[src/rtl/l1_mult_seq_ctrl_pkg.sv]
// ----------------------------------------------------------------------------
// l1_mult_seq_ctrl_pkg
// Purpose : shared types and helpers for the L1 multiplier sequencer.
//           Provides the sequencer state encoding, the operand precision
//           codes and the number of 4x4 nibble passes each precision needs.
// Ports   : none (package)
// ----------------------------------------------------------------------------
package l1_mult_seq_ctrl_pkg;

   typedef enum logic [1:0] {
      ST_IDLE = 2'd0,
      ST_PASS = 2'd1,
      ST_HOLD = 2'd2
   } state_t;

   localparam logic [1:0] PREC_8X8 = 2'b00;
   localparam logic [1:0] PREC_8X4 = 2'b01;
   localparam logic [1:0] PREC_RSV = 2'b10;
   localparam logic [1:0] PREC_4X4 = 2'b11;

   // Reserved code behaves as 4x4.
   function automatic logic [2:0] get_npass(input logic [1:0] prec);
      case (prec)
         PREC_8X8: get_npass = 3'd4;
         PREC_8X4: get_npass = 3'd2;
         default:  get_npass = 3'd1;
      endcase
   endfunction

endpackage

[src/rtl/l1_mult_seq_ctrl_pass_sel.sv]
// ----------------------------------------------------------------------------
// l1_pass_sel
// Purpose : combinational nibble/shift selector. For a given precision and
//           pass index it picks which activation and weight nibbles feed the
//           4x4 multiplier and how far the product is shifted before it is
//           added to the accumulator.
// Ports   : i_prec[1:0]      operand precision code
//           i_pass_cnt[1:0]  current pass index
//           i_a[7:0]         latched activation
//           i_w[7:0]         latched weight
//           o_mult_a[3:0]    activation nibble
//           o_mult_w[3:0]    weight nibble
//           o_shift[3:0]     left shift applied to the partial product
// ----------------------------------------------------------------------------
module l1_pass_sel
   import l1_mult_seq_ctrl_pkg::*;
(
   input  logic [1:0] i_prec,
   input  logic [1:0] i_pass_cnt,
   input  logic [7:0] i_a,
   input  logic [7:0] i_w,
   output logic [3:0] o_mult_a,
   output logic [3:0] o_mult_w,
   output logic [3:0] o_shift
);

   always_comb begin
      o_mult_a = i_a[3:0];
      o_mult_w = i_w[3:0];
      o_shift  = 4'd0;
      case (i_prec)
         // Pass order: aL*wL, aH*wL, aL*wH, aH*wH -> bit0 picks the a
         // nibble, bit1 picks the w nibble.
         PREC_8X8: begin
            o_mult_a = i_pass_cnt[0] ? i_a[7:4] : i_a[3:0];
            o_mult_w = i_pass_cnt[1] ? i_w[7:4] : i_w[3:0];
            case (i_pass_cnt)
               2'd0:    o_shift = 4'd0;
               2'd3:    o_shift = 4'd8;
               default: o_shift = 4'd4;
            endcase
         end
         PREC_8X4: begin
            o_mult_a = i_pass_cnt[0] ? i_a[7:4] : i_a[3:0];
            o_shift  = i_pass_cnt[0] ? 4'd4 : 4'd0;
         end
         PREC_4X4, PREC_RSV: begin
            o_mult_a = i_a[3:0];
            o_mult_w = i_w[3:0];
            o_shift  = 4'd0;
         end
         default: ;
      endcase
   end

endmodule

[src/rtl/l1_mult_seq_ctrl.sv]
// ----------------------------------------------------------------------------
// l1_mult_seq_ctrl
// Purpose : sequencer for one 4x4 precision-scalable L1 multiplier. Accepts
//           8b activation/weight pairs, runs each pair through 1, 2 or 4
//           nibble passes, shift-accumulates the partial products into a dot
//           product of cfg_len+1 elements and hands the sum out on a
//           valid/ready port.
// Ports   : clk, rst_n            clock, asynchronous active-low reset
//           cfg_prec[1:0]         00 8x8, 01 8a x 4w, 11/10 4x4
//           cfg_len[LEN_W-1:0]    elements per dot product minus one
//           in_valid/in_ready     operand pair handshake
//           in_a[7:0], in_w[7:0]  unsigned activation / weight
//           mult_a, mult_w [3:0]  nibbles to the multiplier (0 outside PASS)
//           mult_prec[1:0]        multiplier mode, always 4x4
//           mult_z[7:0]           combinational product from the multiplier
//           out_valid/out_ready   result handshake
//           out_sum[ACC_W-1:0]    dot product, wraps modulo 2^ACC_W
//           busy                  not idle, or a vector is partially summed
// ----------------------------------------------------------------------------
module l1_mult_seq_ctrl
   import l1_mult_seq_ctrl_pkg::*;
#(
   parameter int ACC_W = 24,
   parameter int LEN_W = 8
)
(
   input  logic             clk,
   input  logic             rst_n,
   input  logic [1:0]       cfg_prec,
   input  logic [LEN_W-1:0] cfg_len,
   input  logic             in_valid,
   output logic             in_ready,
   input  logic [7:0]       in_a,
   input  logic [7:0]       in_w,
   output logic [3:0]       mult_a,
   output logic [3:0]       mult_w,
   output logic [1:0]       mult_prec,
   input  logic [7:0]       mult_z,
   output logic             out_valid,
   input  logic             out_ready,
   output logic [ACC_W-1:0] out_sum,
   output logic             busy
);

   state_t           r_state;
   state_t           w_state_nxt;
   logic [1:0]       r_pass_cnt;
   logic [LEN_W-1:0] r_elem_cnt;
   logic [LEN_W-1:0] r_len;
   logic [1:0]       r_prec;
   logic [7:0]       r_a;
   logic [7:0]       r_w;
   logic [ACC_W-1:0] r_acc;
   logic [ACC_W-1:0] r_out_sum;

   logic [2:0]       w_npass;
   logic             w_last_pass;
   logic             w_last_elem;
   logic             w_accept;
   logic [3:0]       w_sel_a;
   logic [3:0]       w_sel_w;
   logic [3:0]       w_shift;
   logic [ACC_W-1:0] w_acc_sum;

   // Zero-extend the 8b product to accumulator width, then align it.
   function automatic logic [ACC_W-1:0] align_pp(input logic [7:0] z,
                                                 input logic [3:0] sh);
      align_pp = {{(ACC_W-8){1'b0}}, z} << sh;
   endfunction

   l1_pass_sel u_pass_sel (
      .i_prec     (r_prec),
      .i_pass_cnt (r_pass_cnt),
      .i_a        (r_a),
      .i_w        (r_w),
      .o_mult_a   (w_sel_a),
      .o_mult_w   (w_sel_w),
      .o_shift    (w_shift)
   );

   assign w_npass     = get_npass(r_prec);
   assign w_last_pass = ({1'b0, r_pass_cnt} == (w_npass - 3'd1));
   assign w_last_elem = (r_elem_cnt == r_len);
   assign w_accept    = in_valid & in_ready;
   assign w_acc_sum   = r_acc + align_pp(mult_z, w_shift);

   // ---- state register ----
   always_ff @(posedge clk or negedge rst_n) begin
      if (!rst_n) r_state <= ST_IDLE;
      else        r_state <= w_state_nxt;
   end

   // ---- next-state logic ----
   always_comb begin
      w_state_nxt = r_state;
      case (r_state)
         ST_IDLE: if (w_accept) w_state_nxt = ST_PASS;
         ST_PASS: begin
            if (w_last_pass) begin
               if (w_last_elem)   w_state_nxt = ST_HOLD;
               else if (w_accept) w_state_nxt = ST_PASS;
               else               w_state_nxt = ST_IDLE;
            end
         end
         ST_HOLD: if (out_ready) w_state_nxt = ST_IDLE;
         default: w_state_nxt = ST_IDLE;
      endcase
   end

   // ---- output logic ----
   always_comb begin
      in_ready  = 1'b0;
      out_valid = 1'b0;
      mult_a    = 4'd0;
      mult_w    = 4'd0;
      case (r_state)
         ST_IDLE: in_ready = 1'b1;
         ST_PASS: begin
            mult_a   = w_sel_a;
            mult_w   = w_sel_w;
            // Opening the input in the last pass lets the next element
            // start without a bubble.
            in_ready = w_last_pass & ~w_last_elem;
         end
         ST_HOLD: out_valid = 1'b1;
         default: ;
      endcase
   end

   assign mult_prec = 2'b00;
   assign out_sum   = r_out_sum;
   assign busy      = (r_state != ST_IDLE) || (r_elem_cnt != '0);

   // ---- counters, configuration and accumulator ----
   always_ff @(posedge clk or negedge rst_n) begin
      if (!rst_n) begin
         r_pass_cnt <= 2'd0;
         r_elem_cnt <= '0;
         r_len      <= '0;
         r_prec     <= PREC_8X8;
         r_acc      <= '0;
         r_out_sum  <= '0;
      end else begin
         case (r_state)
            ST_IDLE: begin
               if (w_accept) begin
                  r_pass_cnt <= 2'd0;
                  // Configuration is sampled only at the first element so
                  // mid-vector changes cannot disturb the running sum.
                  if (r_elem_cnt == '0) begin
                     r_prec <= cfg_prec;
                     r_len  <= cfg_len;
                  end
               end
            end
            ST_PASS: begin
               r_acc <= w_acc_sum;
               if (w_last_pass) begin
                  r_pass_cnt <= 2'd0;
                  if (w_last_elem) r_out_sum  <= w_acc_sum;
                  else             r_elem_cnt <= r_elem_cnt + LEN_W'(1);
               end else begin
                  r_pass_cnt <= r_pass_cnt + 2'd1;
               end
            end
            ST_HOLD: begin
               if (out_ready) begin
                  r_acc      <= '0;
                  r_elem_cnt <= '0;
               end
            end
            default: ;
         endcase
      end
   end

   // ---- operand capture (data only, no reset needed: gated outside PASS) ----
   always_ff @(posedge clk) begin
      if (w_accept) begin
         r_a <= in_a;
         r_w <= in_w;
      end
   end

endmodule

[config.mk]
export PLATFORM = sky130hd
export DESIGN_NAME = l1_mult_seq_ctrl
export DESIGN_NICKNAME = d
export VERILOG_FILES = /design/src/rtl/l1_mult_seq_ctrl_pkg.sv /design/src/rtl/l1_mult_seq_ctrl_pass_sel.sv /design/src/rtl/l1_mult_seq_ctrl.sv
export SDC_FILE = /design/constraint.sdc
export NUM_CORES = 1
export LEC_CHECK = 0
export CORE_MARGIN = 2
export CORE_UTILIZATION = 55
export CTS_CLUSTER_SIZE = 24
export DETAILED_ROUTE_END_ITERATION = 12
export DONT_BUFFER_PORTS = 1
export GPL_TIMING_DRIVEN = 0
export MAX_ROUTING_LAYER = met4
export PLACE_DENSITY = 0.73
export SKIP_LAST_GASP = 1
export SYNTH_ARGS = -nofsm -noshare
export SYNTH_HDL_FRONTEND = slang
export SYNTH_SLANG_ARGS = --single-unit
[constraint.sdc]
create_clock -name clk -period 4.6 [get_ports clk]
set_input_delay 0.92 -clock clk [delete_from_list [all_inputs] [get_ports clk]]
set_output_delay 0.92 -clock clk [all_outputs]
set_load 0.02 [all_outputs]
==> results of run 1 <==
-- per-stage QoR --
stage / cells / area, µm² / power [mW] / hold WS (ps) / setup slack (ps)
after floorplan: 480 / 4770 / 2.99 / 456 / 991
after global placement: 585 / 4900 / 3.35 / 473 / 367
after detailed placement: 585 / 4900 / 3.43 / 487 / 196
after CTS: 601 / 5150 / 4.08 / 225 / 150
after global routing: 601 / 5150 / 4.41 / 218 / 22.6
final: 601 / 5150 / 4.08 / 235 / 286
-- how the worst max path moves through the flow --
| stage | endpoint | cells past startpoint |
|---|---|---|
| 2_1_floorplan | r_acc[22]$_DFFE_PN0P_ | 15 |
| 3_3_place_gp | out_sum[20]$_DFFE_PN0P_ | 15 |
| 3_5_place_dp | r_acc[22]$_DFFE_PN0P_ | 15 |
| 4_1_cts | r_acc[22]$_DFFE_PN0P_ | 15 |
| 5_1_grt | r_acc[22]$_DFFE_PN0P_ | 15 |
| 6_report | r_acc[22]$_DFFE_PN0P_ | 15 |
-- layout make-up --
| cell class | count | area share (%) |
|---|---|---|
| buffer | 20 | 1.87 |
| sequential | 86 | 43.4 |
| multi-input combinational | 365 | 46.8 |
| clock buffer | 10 | 2.48 |
| tap | 105 | 2.55 |
| clock inverter | 6 | 2.28 |
| inverter | 9 | 0.656 |
-- where the power goes --
part	leakage [nW]	switching [mW]	internal, mW
sequential	0.971	0.308	1.09
combinational	1.19	1.20	0.822
clock	0.119	0.289	0.367
total	2.28	1.80	2.28
-- logic make-up after synthesis --
kind of cell               synth area share [%]
buffers and inverters                      2.73
and+or+nand+nor                            17.0
xor gates and xnor gates                   5.88
other                                    0.0787
adders and majority gates                  6.46
muxes                                      7.06
AOI/OAI and AO/OA                          14.0
DFF                                        46.8
-- cell usage in the layout (no fill, tap or decap), types with 4 or more instances in the layout --
cell and n:
dfrtp_1 70, nand2_1 58, nor2_1 42, o21ai_0 39
ha_1 23, xnor2_1 22, nand3_1 22, a21oi_1 21
mux2i_1 19, edfxtp_1 16, clkbuf_1 14, mux2_2 13
xor2_1 10, and3_1 9, inv_1 9, clkbuf_8 9
and2_1 8, a22o_1 8, nand4_1 8, nor2b_1 6
a21o_1 6, o21a_1 4, o21bai_1 4
-- metal layers --
metal / vias up / wire length, µm / GRT usage, % / part of all wire [%]
met5: - / 0 / - / 0
met4: 0 / 240 / 9.53 / 2.3
met3: 22 / 577 / 5.11 / 5.4
met2: 112 / 4950 / 37.7 / 47
met1: 1702 / 4850 / 30.8 / 46
li1: 1732 / - / - / -
-- state kept, by name (all words and copies together) (netlist names) --
| signal | count |
|---|---|
| r_pass_cnt | 2 |
| r_prec | 2 |
| r_a | 8 |
| r_elem_cnt | 8 |
| r_acc | 24 |
| r_state | 2 |
| r_w | 8 |
| out_sum | 24 |
| r_len | 8 |
-- repair_timing --
action	in CTS	in global routing
setup buffers	0	0
resized for setup	0	1
endpoints found under the hold margin	0	0
endpoints found under the setup margin	0	10
hold buffers	0	0
==> metrics.txt, run 1 <==
outcome finished clean; number of enable flip-flop cells after synthesis 16; Final nets 553; Final Slew Violations 0; Filler Cells Inserted 684; Slew Limit Headroom 23.0%; Period Utilization, post-route 93.8%; Die H 97.1 µm; DRT antenna net count 0; CP bufs+invs 0; Peak Freq 0.232 GHz; CP Launch Type register; Yosys cell types 55; core region area 8300 µm²; Total Routed Length 10600 µm; vias per cell 5.94; Yosys Warn Count 0; # setup viols final 0; post-synthesis sequential area ratio 46.8%; post-synthesis area per instance 9.95 µm²; drt initial violations 192; Tmin final 4310 ps; htree depth 3; initial core utilization 57.4%; post-synthesis register bit count 86; worst slew pin tran 1150 ps; die footprint 9430 µm²; WP data required 4890 ps; CP peak stage delay 560 ps; CP delay by family, top compound AO/OA/AOI/OAI gates; leakage 2.28 nW; r2r worst-path depth 15; n_diodes 0; first-pass GRT wire length 17600 µm; FF-to-FF setup slack 290 ps; number of remaining DRC errors 0; Clock Root Buffer clkbuf_8; I/O Buffers 0; top cell type by total area after synthesis dfrtp_1; Setup CP Type register to register; mapped cell area 4770 µm²; Slowest-stage cell, CP o41ai_2; GRT Util Overall 24.0%; share of cells above drive strength 1 8.27%; Post-synth top flop dfrtp_1; maximum buffer depth of the clock tree 2; Clock Latency Late Sink 370 ps; Clock Skews 8.66 ps; CP Cell Sequence ha_1, mux2i_1, nor2_2, nor2_1, and2_1, ha_1, fa_1, a21oi_1, o31ai_1, a21oi_1, nor2_1, o41ai_2, o211ai_1, nand4_1, mux2i_1; First-pass DRT Iterations 4; Final Wtd Congestion 0.933; top cells by area, synth dfrtp_1 37%, edfxtp_1 10%, ha_1 6.0%, nand2_1 4.6%, o21ai_0 4.1%; num rows 33; VDD IR max 0.303 mV; Hold Violations, Final 0; footprint of the multi-input gates 2410 µm²; top cells by count, synth 70 x dfrtp_1, 58 x nand2_1, 43 x nor2_1, 39 x o21ai_0, 23 x ha_1; max_cap viols 0; Ports 75; crit-path max FO 10; CTS tree done; largest net degree at the start of global routing 71; TritonCTS buffer count 9; HPWL after detailed placement 7850 µm; RR Endpoint r_acc[22]$_DFFE_PN0P_; fin util 62.0%; Critical Path Source r_pass_cnt[0]$_DFFE_PN0P_; GRT Residual Overflow 0; vias in the first global route 3620; setup_tns 0 ps; initial antenna violation count 0; die width 97.1 µm; count leader, synth dfrtp_1; Layout Area Growth over Synthesis 8.03%; clock sink count 86; Synth async-reset ratio 81.4%; Clock transition at path regs 90 ps; reg-to-reg startpoint r_pass_cnt[0]$_DFFE_PN0P_; Worst setup EP type register; area share of the largest cell type after synthesis 36.8%; Via Count 3568; Post-Synthesis Cells 479; min-delay worst type input port to asynchronous set/reset pin; critical path arrival 4610 ps; Cell Pwr Density 792 nW/µm²; FF/Latch Area 2230 µm²; per-cell routed wire length 17.7 µm; RSZ-0062 raised after global routing false
Note: power is estimated with default switching activity, not from simulation.
==> run 2, diff against run 1 <==
CORE_UTILIZATION = 50   (was 55)
PLACE_DENSITY = 0.68   (was 0.73)
==> run 2 against run 1 <==
- non-clock buffer count stayed put
- sequential cell count stayed put
- highest routed layer unchanged
- setup slack gained 180 ps
- maximum frequency grew 4.4%
==> metrics.txt, run 2 (same netlist as run 1, synthesis figures left out) <==
RSZ-0062 raised after global routing false; Post-CTS Setup Repair Bufs 0; max_cap viols 0; Setup CP Type register to register; WP data required 4900 ps; Pint 2.18 mW; r2r worst-path depth 15; Placed Instances 609; vias per cell 5.64; setup_tns 0 ps; I/O Buffers 0; Finished Cell Area 5140 µm²; VDD IR max 0.335 mV; CTS tree done; combinational power share 50.2%; Clock Root Buffer clkbuf_8; Final Power 3.97 mW; htree depth 3; GRT Util Overall 21.5%; number of remaining DRC errors 0; min-delay worst type input port to asynchronous set/reset pin; commonest non-fill, non-tap cell in the layout dfrtp_1; Period Utilization, post-route 89.9%; sw frac 45.1%; largest net degree at the start of global routing 71; crit-path max FO 10; CP Launch Type register; Worst setup EP type register; maximum buffer depth of the clock tree 2; FF-to-FF setup slack 470 ps; worst slew pin tran 1160 ps; per-cell routed wire length 16.4 µm; critical path arrival 4430 ps; die footprint 10300 µm²; Slew Limit Headroom 22.2%; reg-to-reg startpoint r_pass_cnt[0]$_DFFE_PN0P_; clock sink count 86; Cell Pwr Density 771 nW/µm²; n_diodes 0; Clock transition at path regs 90 ps; Die H 102 µm; final cell count without fillers 625; Filler Cells Inserted 810; outcome finished clean; Psw 1.79 mW; initial core utilization 51.6%; # setup viols final 0; first-pass GRT wire length 16500 µm; vias in the first global route 3470; commonest non-fill, non-tap cells in the layout 70 x dfrtp_1, 58 x nand2_1, 42 x nor2_1, 39 x o21ai_0, 23 x ha_1; Tmin final 4130 ps; share of cells above drive strength 1 8.47%; die width 102 µm; Final Slew Violations 0; Ports 75; sequential power share 35.4%; First-pass DRT Iterations 4; Clock Latency Late Sink 370 ps; WHS 237 ps; Via Count 3522; leakage 2.27 nW; Final nets 553; GRT Residual Overflow 0; DRT antenna net count 0; initial antenna violation count 0; drt initial violations 121; post-placement cell area 4930 µm²; Hold Violations, Final 0; core region area 9240 µm²; TritonCTS buffer count 9; clock share of power 14.3%; Critical Path Source r_pass_cnt[0]$_DFFE_PN0P_; Total Routed Length 10300 µm; Clock Skews 7.92 ps; Layout Area Growth over Synthesis 7.95%; HPWL after detailed placement 7630 µm; num rows 35; Peak Freq 0.242 GHz; Final Wtd Congestion 0.941
-- run 2: cell types whose count changed in the layout (fill, tap and decap cells not counted), sizes merged --
| cell | delta |
|---|---|
| inv | +3 |
| bufinv | -2 |
| clkinv | +1 |
| clkbuf | -1 |
| clkinvlp | -1 |
-- run 2: layout make-up --
type	count	area (µm²)	share of cell area [%]
well taps	129	161	3.14
inverters	9	33.8	0.657
plain buffers	20	96.3	1.87
flip-flops and latches	86	2230	43.4
clock buffers	9	124	2.41
clock inverters	7	87.6	1.70
multi-input cells	365	2410	46.8
-- run 2: worst paths after layout --
kind / endpoint
max in group asynchronous: r_acc[0]$_DFFE_PN0P_
worst max-delay path: r_acc[22]$_DFFE_PN0P_
worst max register to register: r_acc[22]$_DFFE_PN0P_
worst min-delay path: r_acc[18]$_DFFE_PN0P_
min in group clk: r_acc[5]$_DFFE_PN0P_
worst min register to register: r_acc[5]$_DFFE_PN0P_
-- run 2: per-stage QoR --
| step | util (%) | setup slack (ps) |
|---|---|---|
| 2_1_floorplan | - | 991 |
| 3_3_place_gp | 53.4 | 393 |
| 3_5_place_dp | 53.4 | 317 |
| 4_1_cts | 55.7 | 288 |
| 5_1_grt | 55.7 | 178 |
| 6_report | 55.7 | 466 |
-- run 2: critical path, stage by stage, from the launching register on --
cell      delay, ps
dfrtp_1         440
ha_1            310
mux2i_1         120
nor2_2          390
nor2_1          140
and2_1          190
ha_1            200
fa_1            410
a21oi_1         210
o31ai_1         100
a21oi_1         320
nor2_1          110
o41ai_2         520
o211ai_1        240
nand4_1         170
mux2i_1         190
-- run 2: repair_timing --
item | in CTS | in global routing
resized for setup | 0 | 1
hold buffers | 0 | 0
endpoints found under the setup margin | 0 | 4
-- run 2: metal layers --
metal,vias up,global-route usage (%),routed length [µm]
met4,0,5.93,118
met1,1682,26.8,4680
li1,1733,-,-
met3,11,5.94,669
met5,-,-,0
met2,96,34.4,4800
-- run 2: power by group through the flow --
stage          sequential [mW]  combinational [mW]  clock, mW
2_1_floorplan             1.36                1.63          0
3_3_place_gp              1.41                1.92          0
3_5_place_dp              1.42                1.98          0
4_1_cts                   1.41                1.99      0.586
5_1_grt                   1.44                2.24      0.617
6_report                  1.41                1.99      0.568
